**src/rtl/pkg_escrita.sv**
```systemverilog
// Shared widths, entry layout and sizing helper for the register-file write-back queue.
package pkg_escrita;

  localparam int unsigned DATA_W = 32;
  localparam int unsigned ADDR_W = 5;

  // One pending register-file write
  typedef struct packed {
    logic [ADDR_W-1:0] rd;
    logic [DATA_W-1:0] data;
  } entry_t;

  // Ceiling log2, used for pointer and occupancy widths
  function automatic int unsigned clog2(input int unsigned v);
    int unsigned r;
    r = 0;
    for (int unsigned i = 0; i < 32; i++) begin
      if ((32'd1 << i) < v) r = i + 1;
    end
    return r;
  endfunction

endpackage

```
**src/rtl/busca_bypass.sv**
```systemverilog
// Youngest-match search across queued writes and the register-file output stage.
// Only instantiated when WB_BYPASS_EN is defined.
module busca_bypass
  import pkg_escrita::*;
#(
  parameter int unsigned DEPTH = 4,
  parameter int unsigned PTR_W = 2,
  parameter int unsigned CNT_W = 3
) (
  input  entry_t            entradas_i [DEPTH],
  input  logic [PTR_W-1:0]  head_i,
  input  logic [CNT_W-1:0]  count_i,
  input  logic              saida_valida_i,
  input  entry_t            saida_i,
  input  logic [ADDR_W-1:0] addr_i,
  output logic              hit_o,
  output logic [DATA_W-1:0] data_o
);

  logic [PTR_W-1:0] idx_c;

  // Scan oldest to youngest so later (younger) matches overwrite earlier ones
  always_comb begin
    hit_o  = 1'b0;
    data_o = '0;
    idx_c  = head_i;
    if (addr_i != '0) begin
      if (saida_valida_i && (saida_i.rd == addr_i)) begin
        hit_o  = 1'b1;
        data_o = saida_i.data;
      end
      for (int unsigned k = 0; k < DEPTH; k++) begin
        idx_c = head_i + PTR_W'(k);
        if ((CNT_W'(k) < count_i) && (entradas_i[idx_c].rd == addr_i)) begin
          hit_o  = 1'b1;
          data_o = entradas_i[idx_c].data;
        end
      end
    end
  end

endmodule

```
**src/rtl/fila_escrita_registradores.sv**
```systemverilog
// In-order write-back queue feeding the register-file write port.
// Accepts load and ALU results (load is older), drains one write per cycle.
// Optional feature macro: WB_BYPASS_EN enables the two pending-write lookup ports.
module fila_escrita_registradores #(
  parameter int unsigned DEPTH  = 4,
  parameter int unsigned DATA_W = pkg_escrita::DATA_W,
  parameter int unsigned ADDR_W = pkg_escrita::ADDR_W
) (
  input  logic              clock,
  input  logic              reset,
  input  logic              ld_valid,
  input  logic [ADDR_W-1:0] ld_rd,
  input  logic [DATA_W-1:0] ld_data,
  output logic              ld_ready,
  input  logic              alu_valid,
  input  logic [ADDR_W-1:0] alu_rd,
  input  logic [DATA_W-1:0] alu_data,
  output logic              alu_ready,
  input  logic              wb_stall,
  output logic              regWrite,
  output logic [ADDR_W-1:0] RD,
  output logic [DATA_W-1:0] dadosEscrita,
  input  logic [ADDR_W-1:0] q1_addr,
  input  logic [ADDR_W-1:0] q2_addr,
  output logic              q1_hit,
  output logic              q2_hit,
  output logic [DATA_W-1:0] q1_data,
  output logic [DATA_W-1:0] q2_data,
  output logic              vazio,
  output logic              erro
);

  import pkg_escrita::*;

  localparam int unsigned PTR_W = clog2(DEPTH);
  localparam int unsigned CNT_W = PTR_W + 1;

  entry_t            fila_q [DEPTH];
  logic [PTR_W-1:0]  head_q, head_d;
  logic [PTR_W-1:0]  tail_q, tail_d;
  logic [CNT_W-1:0]  count_q, count_d;
  logic              regwrite_q, regwrite_d;
  logic [ADDR_W-1:0] rd_q, rd_d;
  logic [DATA_W-1:0] dados_q, dados_d;
  logic              erro_q, erro_d;

  logic [CNT_W-1:0]  space_c;
  logic              push_ld_c, push_alu_c, pop_c;
  logic [PTR_W-1:0]  alu_ptr_c;
  entry_t            ld_entry_c, alu_entry_c;

  // Free slots come from the registered count only; a same-cycle pop gives no credit
  always_comb begin
    space_c   = CNT_W'(DEPTH) - count_q;
    ld_ready  = (space_c >= CNT_W'(1));
    alu_ready = ld_valid ? (space_c >= CNT_W'(2)) : (space_c >= CNT_W'(1));
  end

  // Handshake, push/pop decisions and next-state values
  always_comb begin
    push_ld_c   = ld_valid && ld_ready && (ld_rd != '0);
    push_alu_c  = alu_valid && alu_ready && (alu_rd != '0);
    pop_c       = (count_q != '0) && !wb_stall;
    alu_ptr_c   = tail_q + PTR_W'(push_ld_c);
    ld_entry_c  = '{rd: ld_rd, data: ld_data};
    alu_entry_c = '{rd: alu_rd, data: alu_data};

    tail_d  = tail_q + PTR_W'(push_ld_c) + PTR_W'(push_alu_c);
    head_d  = head_q + PTR_W'(pop_c);
    count_d = count_q + CNT_W'(push_ld_c) + CNT_W'(push_alu_c) - CNT_W'(pop_c);

    regwrite_d = pop_c;
    rd_d       = rd_q;
    dados_d    = dados_q;
    if (pop_c) begin
      rd_d    = fila_q[head_q].rd;
      dados_d = fila_q[head_q].data;
    end

    erro_d = erro_q || (ld_valid && !ld_ready) || (alu_valid && !alu_ready);
  end

  // Entry storage; stale slots are harmless because occupancy is tracked by count
  always_ff @(posedge clock) begin
    if (push_ld_c)  fila_q[tail_q]    <= ld_entry_c;
    if (push_alu_c) fila_q[alu_ptr_c] <= alu_entry_c;
  end

  // Pointers, occupancy, output stage and sticky error
  always_ff @(posedge clock) begin
    if (reset) begin
      head_q     <= '0;
      tail_q     <= '0;
      count_q    <= '0;
      regwrite_q <= 1'b0;
      rd_q       <= '0;
      dados_q    <= '0;
      erro_q     <= 1'b0;
    end else begin
      head_q     <= head_d;
      tail_q     <= tail_d;
      count_q    <= count_d;
      regwrite_q <= regwrite_d;
      rd_q       <= rd_d;
      dados_q    <= dados_d;
      erro_q     <= erro_d;
    end
  end

  assign regWrite     = regwrite_q;
  assign RD           = rd_q;
  assign dadosEscrita = dados_q;
  assign erro         = erro_q;
  assign vazio        = (count_q == '0) && !regwrite_q;

`ifdef WB_BYPASS_EN
  entry_t saida_c;
  assign saida_c = '{rd: rd_q, data: dados_q};

  busca_bypass #(
    .DEPTH (DEPTH),
    .PTR_W (PTR_W),
    .CNT_W (CNT_W)
  ) u_busca1 (
    .entradas_i     (fila_q),
    .head_i         (head_q),
    .count_i        (count_q),
    .saida_valida_i (regwrite_q),
    .saida_i        (saida_c),
    .addr_i         (q1_addr),
    .hit_o          (q1_hit),
    .data_o         (q1_data)
  );

  busca_bypass #(
    .DEPTH (DEPTH),
    .PTR_W (PTR_W),
    .CNT_W (CNT_W)
  ) u_busca2 (
    .entradas_i     (fila_q),
    .head_i         (head_q),
    .count_i        (count_q),
    .saida_valida_i (regwrite_q),
    .saida_i        (saida_c),
    .addr_i         (q2_addr),
    .hit_o          (q2_hit),
    .data_o         (q2_data)
  );
`else
  // Lookup disabled: addresses are intentionally ignored
  logic unused_q_addr;
  assign unused_q_addr = ^{q1_addr, q2_addr};
  assign q1_hit  = 1'b0;
  assign q2_hit  = 1'b0;
  assign q1_data = '0;
  assign q2_data = '0;
`endif

endmodule

```
**config.mk**
```make
export PLATFORM = sky130hd
export DESIGN_NAME = fila_escrita_registradores
export DESIGN_NICKNAME = d
export VERILOG_FILES = /design/src/rtl/pkg_escrita.sv /design/src/rtl/busca_bypass.sv /design/src/rtl/fila_escrita_registradores.sv
export SDC_FILE = /design/constraint.sdc
export NUM_CORES = 1
export LEC_CHECK = 0
export ABC_CLOCK_PERIOD_IN_PS = 5900
export BUFFER_PORTS_ARGS = -buffer_cell sky130_fd_sc_hd__clkbuf_2
export CAP_MARGIN = 15
export CORE_ASPECT_RATIO = 0.5
export CORE_MARGIN = 5
export CORE_UTILIZATION = 57
export CTS_BUF_LIST = sky130_fd_sc_hd__clkbuf_4
export DETAILED_ROUTE_END_ITERATION = 8
export PLACE_DENSITY = 0.82
export SYNTH_ARGS = -nofsm -noshare
export SYNTH_HDL_FRONTEND = slang
export SYNTH_SLANG_ARGS = --single-unit
```
**constraint.sdc**
```tcl
create_clock -name clock -period 5.9 [get_ports clock]
set_input_delay 0.295 -clock clock [delete_from_list [all_inputs] [get_ports clock]]
set_output_delay 0.295 -clock clock [all_outputs]
set_load 0.005 [all_outputs]
```
==> results of run 1 <==
==> through the flow <==
stage                     hold WS [ns]  std cells  cell area [um^2]  power, mW
after floorplan                  0.451        722             10100       3.65
after global placement           0.443        982             10400       4.09
after detailed placement         0.447        982             10400       4.17
after CTS                     0.000716       1022             10800       4.91
after global routing          0.000923       1038             10900       5.15
final                           0.0371       1038             10900       4.87
==> worst paths after layout <==
kind	start	to	slack (ns)	depth (start not counted)
setup reg to reg	count_q[1]$_SDFF_PP0_	fila_q[1][19]$_DFFE_PP_	1.51	11
hold reg to reg	dadosEscrita[14]$_SDFFE_PP0P_	dadosEscrita[14]$_SDFFE_PP0P_	0.47	2
setup / recovery	count_q[1]$_SDFF_PP0_	fila_q[1][19]$_DFFE_PP_	1.51	11
hold / removal	alu_data[0]	fila_q[0][0]$_DFFE_PP_	0.04	2
==> cell families (layout without fill, tap and decap cells) <==
kind of cell	Yosys count	in the layout	synth area share, %
buf+inv	113	194	7.84
mux	185	185	28.3
other cells	1	67	0.0381
compound gates	44	44	2.46
xor+xnor	7	7	0.622
fa+ha+maj	10	10	1.35
flops	194	194	54.5
simple gates	103	103	4.94
==> flip-flops by register name, summed over array words and instances (netlist names) <==
register,flops
RD,5
count_q,3
dadosEscrita,32
erro,1
fila_q,148
head_q,2
regWrite,1
tail_q,2
==> worst max-delay path, cell delays in order (launching register included) <==
cell and delay [ns]:
dfxtp_1 0.43, inv_1 0.10, ha_1 0.19, ha_1 0.27
or4b_2 0.65, o211a_1 0.21, ha_1 0.22, xor2_1 0.24
nor4_4 0.29, buf_4 0.66, mux2_4 0.35, dlygate4sd3_1 0.54
==> layout make-up <==
| class | count | area share, % |
|---|---|---|
| timing repair buffer | 153 | 8.30 |
| clock buffer | 17 | 1.17 |
| clock inverter | 15 | 1.63 |
| tap | 234 | 2.68 |
| inverter | 9 | 0.310 |
| sequential | 194 | 49.2 |
| antenna | 1 | 0.0229 |
| multi-input combinational | 415 | 36.7 |
==> layer usage <==
layer  vias to the layer above  global-route usage, %  routed length (um)
li1                       2578                      -                   -
met1                      2788                   25.0                8270
met2                       175                   37.8               10900
met3                        17                   3.98                1290
met4                         0                   6.11                 210
met5                         -                      0                   0
==> power by group through the flow <==
stage / logic [mW] / registers, mW / clock network [mW]
5_1_grt: 1.98 / 2.34 / 0.824
4_1_cts: 1.84 / 2.31 / 0.762
2_1_floorplan: 1.45 / 2.21 / 0
3_5_place_dp: 1.83 / 2.34 / 0
6_report: 1.83 / 2.29 / 0.746
3_3_place_gp: 1.79 / 2.30 / 0
==> cells in the final DEF (no fill, tap or decap), types with 9 or more instances in the layout <==
master	Yosys	layout
nand2_1	76	76
buf_4	66	10
a21oi_1	37	37
conb_1	1	66
ha_1	9	9
mux2_4	76	76
dfxtp_1	46	44
edfxtp_1	148	148
clkbuf_2	0	120
mux2_2	72	72
mux4_2	37	37
clkbuf_4	0	17
dlygate4sd3_1	0	23
==> summary.txt, run 1 <==
Clock network
  – Hold-fix buffers at CTS: 8
  – Clock root cell: clkbuf_4
  – Cts repair resizes: 0
  – CTS tree: done
  – Clock Sink Count: 194
  – Max clock buf depth: 2
  – CTS buffer count: 17
  – Worst-path clk slew: 0.21 ns
  – CTS H-tree depth: 4
  – Postcts setup bufs: 0
  – Clock latency on the worst-skew pair: 0.60 ns

Logic synthesis
  – Most common cell in the netlist: edfxtp_1
  – EDFF count, synth: 148
  – Cell area after synthesis: 9850 um^2
  – Synth async-reset ratio: 0%
  – Top post-synthesis cells by count: edfxtp_1 (148), mux2_4 (76), nand2_1 (76)
  – Avg Inst Size Synth: 15.0 um^2
  – Post-synthesis cell type count: 34
  – Cells after synthesis: 657
  – Synth top area share: 45.1%
  – Area leader, netlist: edfxtp_1
  – Most used DFF post-synth: edfxtp_1
  – Yosys Warn Count: 0
  – Synth area leaders: edfxtp_1 (45%), mux2_4 (12%), dfxtp_1 (9.3%), mux4_2 (8.5%), mux2_2 (8.2%)
  – Sequential-to-total area share from yosys stat: 54.5%
  – #FFs+latches synth: 194

Cells and area
  – Multi-input logic area: 4000 um^2
  – Area Overhead vs Synth: 10.8%
  – Layout cells sized above 1: 45.0%
  – Post-layout util: 63.5%
  – Final #Nets: 889
  – Register area: 5370 um^2
  – Fillers: 1303

Floorplan
  – Row count: 34
  – Die Width: 196 um
  – Core Area: 17200 um^2
  – Number of I/O pins: 197
  – Die Span Y: 103 um
  – Starting Density: 57.3%
  – Die Area: 20200 um^2

Global route
  – Initial antenna violation count: 1
  – GR Util All Layers: 20.5%
  – Largest net degree at the start of global routing: 47
  – Overflow after GRT: 0
  – Vias in the first global route: 5584
  – First-pass GRT wire length: 31000 um

Pwr
  – Sequential share of power: 47.1%
  – Clock share of power: 15.3%
  – Gate power share: 37.6%
  – Int Pwr: 3.22 mW
  – P_sw: 1.65 mW
  – Leak pwr: 4.16 nW
  – Switching Fraction: 33.8%
  – Pwr dens: 446 nW/um^2
  – VDD IR max: 0.247 mV

Timing
  – Crit share post-route: 74.4%
  – Final Hold Viols: 0
  – Max Freq: 228 MHz
  – Clock Skews: 0.0466 ns
  – Total negative slack: 0 ns
  – Rel. slew slack: 23.9%
  – Unrepaired setup endpoints after global routing: false
  – Slew Viols, Final: 0
  – Endpoints failing setup: 0
  – Setup ws final: 1.51 ns
  – Final min period: 4.39 ns
  – Worst Tran Pin Value: 1.14 ns

Detailed routing
  – DRT iter0 DRCs: 300
  – DR vias/cell: 5.35
  – Detailed Routing Iterations Pass 1: 6
  – Antenna-violating nets left: 0
  – Via count: 5558
  – DRC: 0
  – Avg WL per Cell: 19.9 um
  – Routed WL: 20700 um

Critical path
  – Required time worst endpoint: 6.27 ns
  – CP endpoint kind: register
  – Arrival time worst endpoint: 4.76 ns
  – Worst Path Max Fanout: 37
  – Critical path launch point type: register
  – Crit Path Class: reg -> reg

Placed design
  – I/O Buffers: 120
  – Pre-CTS setup slack: 1.81 ns
  – Dpl hpwl: 12400 um
  – Final Wtd Congestion: 0.786

Run
  – Max cap viols: 0

Min path
  – Hold/Removal Path Class: in -> reg

Outcome
  – Status: finished, final reports clean
(Power assumes the default switching activity.)
==> run 2: changes to the inputs <==
- ABC_CLOCK_PERIOD_IN_PS: 5900 -> 4070
- clock period: 5.9 -> 4.07 ns (I/O delays scaled with it)
==> run 2 against run 1 <==
- worst hold slack better by 0.0028 ns
- non-clock buffer count up 72
- routed wire length up 4.1%
- count of clock-buffer cells in the layout up 1
- sequential share of layout area down 3.1 points
- clock skew down 0.011 ns
- combinational power up 58%
- worst setup slack worse by 1.3 ns
- global-route usage up 0.49 points
- maximum frequency up 14%
==> summary.txt, run 2 (synthesis results as in run 1) <==
Clock network
  – CTS H-tree depth: 4 (unchanged)
  – Worst-path clk slew: 0.16 ns (-0.05 ns)
  – CTS buffer count: 17 (unchanged)
  – Clock Sink Count: 194 (unchanged)
  – Clock latency on the worst-skew pair: 0.58 ns (-0.02 ns)
  – CTS tree: done
  – Max clock buf depth: 2 (unchanged)
  – Clock root cell: clkbuf_4

Global route
  – First-pass GRT wire length: 32400 um (+4.5%)
  – Largest net degree at the start of global routing: 47 (unchanged)
  – Initial antenna violation count: 1 (unchanged)
  – Overflow after GRT: 0 (unchanged)
  – Vias in the first global route: 6043 (+8.2%)
  – GR Util All Layers: 21.0% (+0.49 points)

Cells and area
  – Fillers: 1174 (-9.9%)
  – Area Overhead vs Synth: 18.3%
  – Top reg by flops: fila_q
  – Finished Layout Cells: 1110 (+6.9%)
  – Commonest non-fill, non-tap cell in the layout: edfxtp_1
  – Post-layout util: 67.8% (+4.3 points)
  – Most frequent cells in the layout: edfxtp_1 (148), clkbuf_2 (120), dlygate4sd3_1 (78)
  – Multi-input logic area: 4010 um^2 (+0.16%)
  – Register area: 5380 um^2 (+0.14%)
  – Max reg flops: 148 (unchanged)
  – Layout cells sized above 1: 43.5% (-1.4 points)
  – Final #Nets: 961 (+8.1%)

Critical path
  – Worst Path Max Fanout: 9 (-76%)
  – Crit Path Class: reg -> reg
  – Required time worst endpoint: 4.39 ns (-1.88 ns)
  – Arrival time worst endpoint: 4.17 ns (-0.59 ns)
  – CP endpoint kind: register
  – Critical path launch point type: register

Timing
  – Max Freq: 260 MHz (+14%)
  – Slew Viols, Final: 0 (unchanged)
  – Crit share post-route: 94.5% (+20 points)
  – Clock Skews: 0.0357 ns (-0.0110 ns)
  – Unrepaired setup endpoints after global routing: false
  – Worst Tran Pin Value: 1.12 ns (-0.0163 ns)
  – Setup ws final: 0.222 ns (-1.29 ns)
  – Endpoints failing setup: 0 (unchanged)
  – Rel. slew slack: 25.0% (+1.1 points)
  – Final Hold Viols: 0 (unchanged)
  – Total negative slack: 0 ns (unchanged)
  – Final min period: 3.85 ns (-0.543 ns)

Min path
  – Hold/Removal Path Class: in -> reg

Placed design
  – I/O Buffers: 120 (unchanged)
  – Pre-CTS setup slack: 0.420 ns (-1.39 ns)
  – Final Wtd Congestion: 0.825 (+4.9%)
  – Placed cell count: 991 (+0.92%)
  – Dpl hpwl: 13000 um (+4.9%)

Pwr
  – Leak pwr: 4.49 nW (+7.9%)
  – VDD IR max: 0.330 mV (+34%)
  – Tot Pwr: 7.29 mW (+50%)
  – Pwr dens: 625 nW/um^2 (+40%)

Detailed routing
  – Antenna-violating nets left: 0 (unchanged)
  – Avg WL per Cell: 19.4 um (-2.7%)
  – Routed WL: 21500 um (+4.1%)
  – Detailed Routing Iterations Pass 1: 5 (-1)
  – Via count: 6010 (+8.1%)
  – DR vias/cell: 5.41 (+1.1%)
  – DRT iter0 DRCs: 434 (+45%)
  – DRC: 0 (unchanged)

Floorplan
  – Starting Density: 57.3% (unchanged)
  – Row count: 34 (unchanged)
  – Die Width: 196 um (unchanged)
  – Die Span Y: 103 um (unchanged)
  – Core Area: 17200 um^2 (unchanged)
  – Die Area: 20200 um^2 (unchanged)
  – Number of I/O pins: 197 (unchanged)

Run
  – Max cap viols: 0 (unchanged)

Outcome
  – Status: finished, final reports clean
[run 2: layout make-up]
cell class,count,area share (%)
Timing Repair Buffer,225,14.0
Tap cell,234,2.51
Sequential cell,194,46.2
Clock inverter,14,1.44
Multi-Input combinational cell,415,34.4
Clock buffer,18,1.16
Inverter,9,0.290
Antenna cell,1,0.0215
[run 2: power by group]
group / switching, mW / leakage, nW / internal (mW)
clock network: 0.732 / 0.161 / 0.346
registers: 0.317 / 1.75 / 3.00
logic: 1.41 / 2.58 / 1.48
[run 2: worst paths after layout]
check        cells after the start  slack [ns]                           from                            end
min reg2reg                      2        0.47  dadosEscrita[27]$_SDFFE_PP0P_  dadosEscrita[27]$_SDFFE_PP0P_
min                              2        0.04                       ld_rd[4]        fila_q[2][36]$_DFFE_PP_
max                             11        0.22          count_q[1]$_SDFF_PP0_         fila_q[2][9]$_DFFE_PP_
max reg2reg                     11        0.22          count_q[1]$_SDFF_PP0_         fila_q[2][9]$_DFFE_PP_
[run 2: layer usage]
layer,vias up,global-route usage (%),routed length [um]
met5,-,0,0
met3,24,3.59,1490
met2,238,38.1,11300
li1,2729,-,-
met4,0,5.09,214
met1,3019,26.9,8470
[run 2: metrics by stage]
stage / cell area, um^2 / hold WS [ns]
global placement: 10500 / 0.442
finish: 11700 / 0.0399
CTS: 11500 / 0.00583
floorplan: 10100 / 0.359
global route: 11700 / 0.00203
detailed placement: 10500 / 0.448
[run 2: critical path, stage by stage, from the launching register on]
cell and delay, ns:
dfxtp_4 0.40, inv_1 0.08, ha_1 0.19, ha_1 0.29
or4b_4 0.48, o211a_1 0.19, ha_1 0.33, nand2b_2 0.24
nor4_4 0.31, buf_6 0.20, mux2_2 0.34, dlygate4sd3_1 0.56
[run 2: timing repair]
item                                   CTS  global route
gates resized for setup                  0             9
hold buffers                            76             2
endpoints found under the hold margin  140             1
setup endpoints to repair                0             4
setup buffers                            0             8
==> run 3: changes to the inputs <==
- ABC_CLOCK_PERIOD_IN_PS: 4070 -> 4650
- CORE_UTILIZATION: 57 -> 62
- PLACE_DENSITY: 0.82 -> 0.88
- SYNTH_HIERARCHICAL: unset -> 1
- clock period: 4.07 -> 4.65 ns (I/O delays scaled with it)
==> run 3 against run 2 <==
- register-to-register slack got worse by 0.03 ns
- critical endpoint is now fila_q[2][11]$_DFFE_PP_
- global-route usage rose by 4.3 points
- maximum frequency fell by 14%
- worst setup slack got worse by 0.027 ns
- sequential share of layout area fell by 0.29 points
- first-iteration DRC count rose by 38%
- area after synthesis did not move
==> summary.txt, run 3 <==
Timing
  – Final Hold Viols: 0 (unchanged)
  – Final min period: 4.45 ns (+0.607 ns)
  – Clock Skews: 0.0331 ns (-0.00252 ns)
  – Unrepaired setup endpoints after global routing: false
  – Rel. slew slack: 20.5% (-4.6 points)
  – Worst Tran Pin Value: 1.19 ns (+0.0684 ns)
  – Crit share post-route: 95.8% (+1.3 points)
  – Endpoints failing setup: 0 (unchanged)
  – Max Freq: 225 MHz (-14%)
  – Slew Viols, Final: 0 (unchanged)
  – Hold WS: 0.0150 ns (-0.0249 ns)
  – Total negative slack: 0 ns (unchanged)

Clock network
  – CTS H-tree depth: 4 (unchanged)
  – CTS tree: done
  – Postcts setup bufs: 0 (unchanged)
  – Clock root cell: clkbuf_4
  – Clock Sink Count: 194 (unchanged)
  – Max clock buf depth: 2 (unchanged)
  – Clock latency on the worst-skew pair: 0.61 ns (+0.03 ns)
  – Worst-path clk slew: 0.19 ns (+0.03 ns)
  – CTS buffer count: 17 (unchanged)

Critical path
  – Worst Path Max Fanout: 37 (+28)
  – Crit Path Class: reg -> reg
  – Arrival time worst endpoint: 4.83 ns (+0.66 ns)
  – CP endpoint kind: register
  – Required time worst endpoint: 5.02 ns (+0.63 ns)
  – Worst-path cell chain: inv_1 -> ha_1 -> ha_1 -> or4b_2 -> o211a_1 -> ha_1 -> nand2b_1 -> nor4_4 -> buf_6 -> mux2_2 -> dlygate4sd3_1
  – Critical path launch point type: register
  – Worst path most repeated cell: ha_1
  – Slowest stage delay, CP: 0.66 ns (+0.10 ns)
  – CP max stage cell: or4b_2

Logic synthesis
  – Synth area leaders: edfxtp_1 (45%), mux2_4 (12%), dfxtp_1 (9.3%), mux4_2 (8.5%), mux2_2 (8.2%)
  – Cell area after synthesis: 9850 um^2 (unchanged)
  – Yosys Warn Count: 6 (+6)
  – Synth top area share: 45.1% (unchanged)
  – #FFs+latches synth: 194 (unchanged)
  – EDFF count, synth: 148 (unchanged)
  – Sequential-to-total area share from yosys stat: 54.5% (unchanged)
  – Most used DFF post-synth: edfxtp_1
  – Post-synthesis cell type count: 34 (unchanged)
  – Cells after synthesis: 657 (unchanged)
  – Synth async-reset ratio: 0% (unchanged)
  – Avg Inst Size Synth: 15.0 um^2 (unchanged)
  – Area leader, netlist: edfxtp_1
  – Top post-synthesis cells by count: edfxtp_1 (148), mux2_4 (76), nand2_1 (76)
  – Most common cell in the netlist: edfxtp_1

Floorplan
  – Die Area: 18700 um^2 (-7.5%)
  – Row count: 32 (-5.9%)
  – Number of I/O pins: 197 (unchanged)
  – Die Span Y: 99.1 um (-3.7%)
  – Die Width: 188 um (-3.9%)
  – Starting Density: 63.6% (+6.3 points)
  – Core Area: 15500 um^2 (-9.8%)

Cells and area
  – Max reg flops: 148 (unchanged)
  – Final #Nets: 975 (+1.5%)
  – Ant diodes: 0 (-1)
  – Register area: 5370 um^2 (-0.14%)
  – Post-layout util: 75.6% (+7.8 points)
  – Area Overhead vs Synth: 18.9%
  – Top reg by flops: fila_q
  – Layout cells sized above 1: 41.2% (-2.4 points)
  – Multi-input logic area: 4000 um^2 (-0.16%)
  – Commonest non-fill, non-tap cell in the layout: edfxtp_1
  – Fillers: 816 (-30%)
  – Most frequent cells in the layout: edfxtp_1 (148), clkbuf_2 (120), dlygate4sd3_1 (103)

Detailed routing
  – DRT iter0 DRCs: 601 (+38%)
  – Avg WL per Cell: 22.4 um (+15%)
  – Detailed Routing Iterations Pass 1: 5 (unchanged)
  – DRC: 0 (unchanged)
  – Antenna-violating nets left: 0 (unchanged)
  – Via count: 6364 (+5.9%)
  – DR vias/cell: 5.82 (+7.5%)
  – Routed WL: 24400 um (+14%)

Pwr
  – Tot Pwr: 6.48 mW (-11%)
  – VDD IR max: 0.361 mV (+9.2%)
  – Pwr dens: 554 nW/um^2 (-11%)
  – Leak pwr: 4.50 nW (+0.31%)

Global route
  – Initial antenna violation count: 0 (-1)
  – Vias in the first global route: 6545 (+8.3%)
  – First-pass GRT wire length: 36400 um (+12%)
  – Overflow after GRT: 0 (unchanged)
  – GR Util All Layers: 25.2% (+4.3 points)
  – Largest net degree at the start of global routing: 47 (unchanged)

Min path
  – Hold/Removal Path Class: in -> reg

Placed design
  – Final Wtd Congestion: 0.796 (-3.6%)
  – Dpl hpwl: 13000 um (-0.40%)
  – I/O Buffers: 120 (unchanged)

Run
  – Max cap viols: 0 (unchanged)

Outcome
  – Status: finished, final reports clean
[run 3: final cells by class]
type | instances | area share (%)
well taps | 204 | 2.18
multi-input cells | 415 | 34.2
flip-flops and latches | 194 | 45.9
clock buffers | 17 | 1.09
inverters | 9 | 0.289
repair buffers | 239 | 15.1
clock inverters | 15 | 1.28
[run 3: metrics by stage]
step	cell area [um^2]	setup slack [ns]	std cells
3_3_place_gp	10400	0.826	957
2_1_floorplan	10100	0.521	722
6_report	11700	0.196	1093
4_1_cts	11600	0.192	1082
5_1_grt	11700	0.0934	1093
3_5_place_dp	10400	0.750	957
[run 3: path summary, 6_finish.rpt]
kind                                   endpoint  cells after the start                          start  slack [ns]
hold / removal          fila_q[2][35]$_DFFE_PP_                      2                      alu_rd[3]        0.01
hold reg to reg   dadosEscrita[11]$_SDFFE_PP0P_                      2  dadosEscrita[11]$_SDFFE_PP0P_        0.47
setup / recovery        fila_q[2][11]$_DFFE_PP_                     11          count_q[0]$_SDFF_PP0_        0.20
setup reg to reg        fila_q[2][11]$_DFFE_PP_                     11          count_q[0]$_SDFF_PP0_        0.20
[run 3: logic make-up after synthesis]
family | share of synthesized area, %
AO/OA/AOI/OAI | 2.46
XOR/XNOR | 0.622
adder cells (fa/ha/maj) | 1.35
buffers and inverters | 7.84
flip-flops | 54.5
multiplexers | 28.3
other | 0.0381
AND/OR/NAND/NOR | 4.94
[run 3: layer usage]
layer	vias to the layer above	track usage [%]	share of wire (%)
li1	2750	-	-
met1	3118	30.5	38
met2	416	45.7	50
met3	80	6.28	9.0
met4	0	7.05	2.9
met5	-	0	0
[run 3: power breakdown]
part | total, mW | leakage [nW] | switching (mW) | internal, mW
combinational | 2.62 | 2.61 | 1.32 | 1.31
sequential | 2.93 | 1.75 | 0.308 | 2.63
clock | 0.923 | 0.142 | 0.644 | 0.279
[run 3: worst max-delay path, delay by kind of cell, from the launching register on]
kind | cells | cell delay [ns]
AOI/OAI and AO/OA | 1 | 0.22
adders and majority gates | 3 | 0.86
buffers and inverters | 3 | 1.16
DFF | 1 | 0.46
muxes | 1 | 0.41
and+or+nand+nor | 3 | 1.11
[run 3: repair_timing]
| item | CTS | global route |
|---|---|---|
| hold buffers | 93 | 10 |
| gates resized for setup | 0 | 1 |
| endpoints found under the hold margin | 115 | 14 |
| setup endpoints to repair | 0 | 10 |
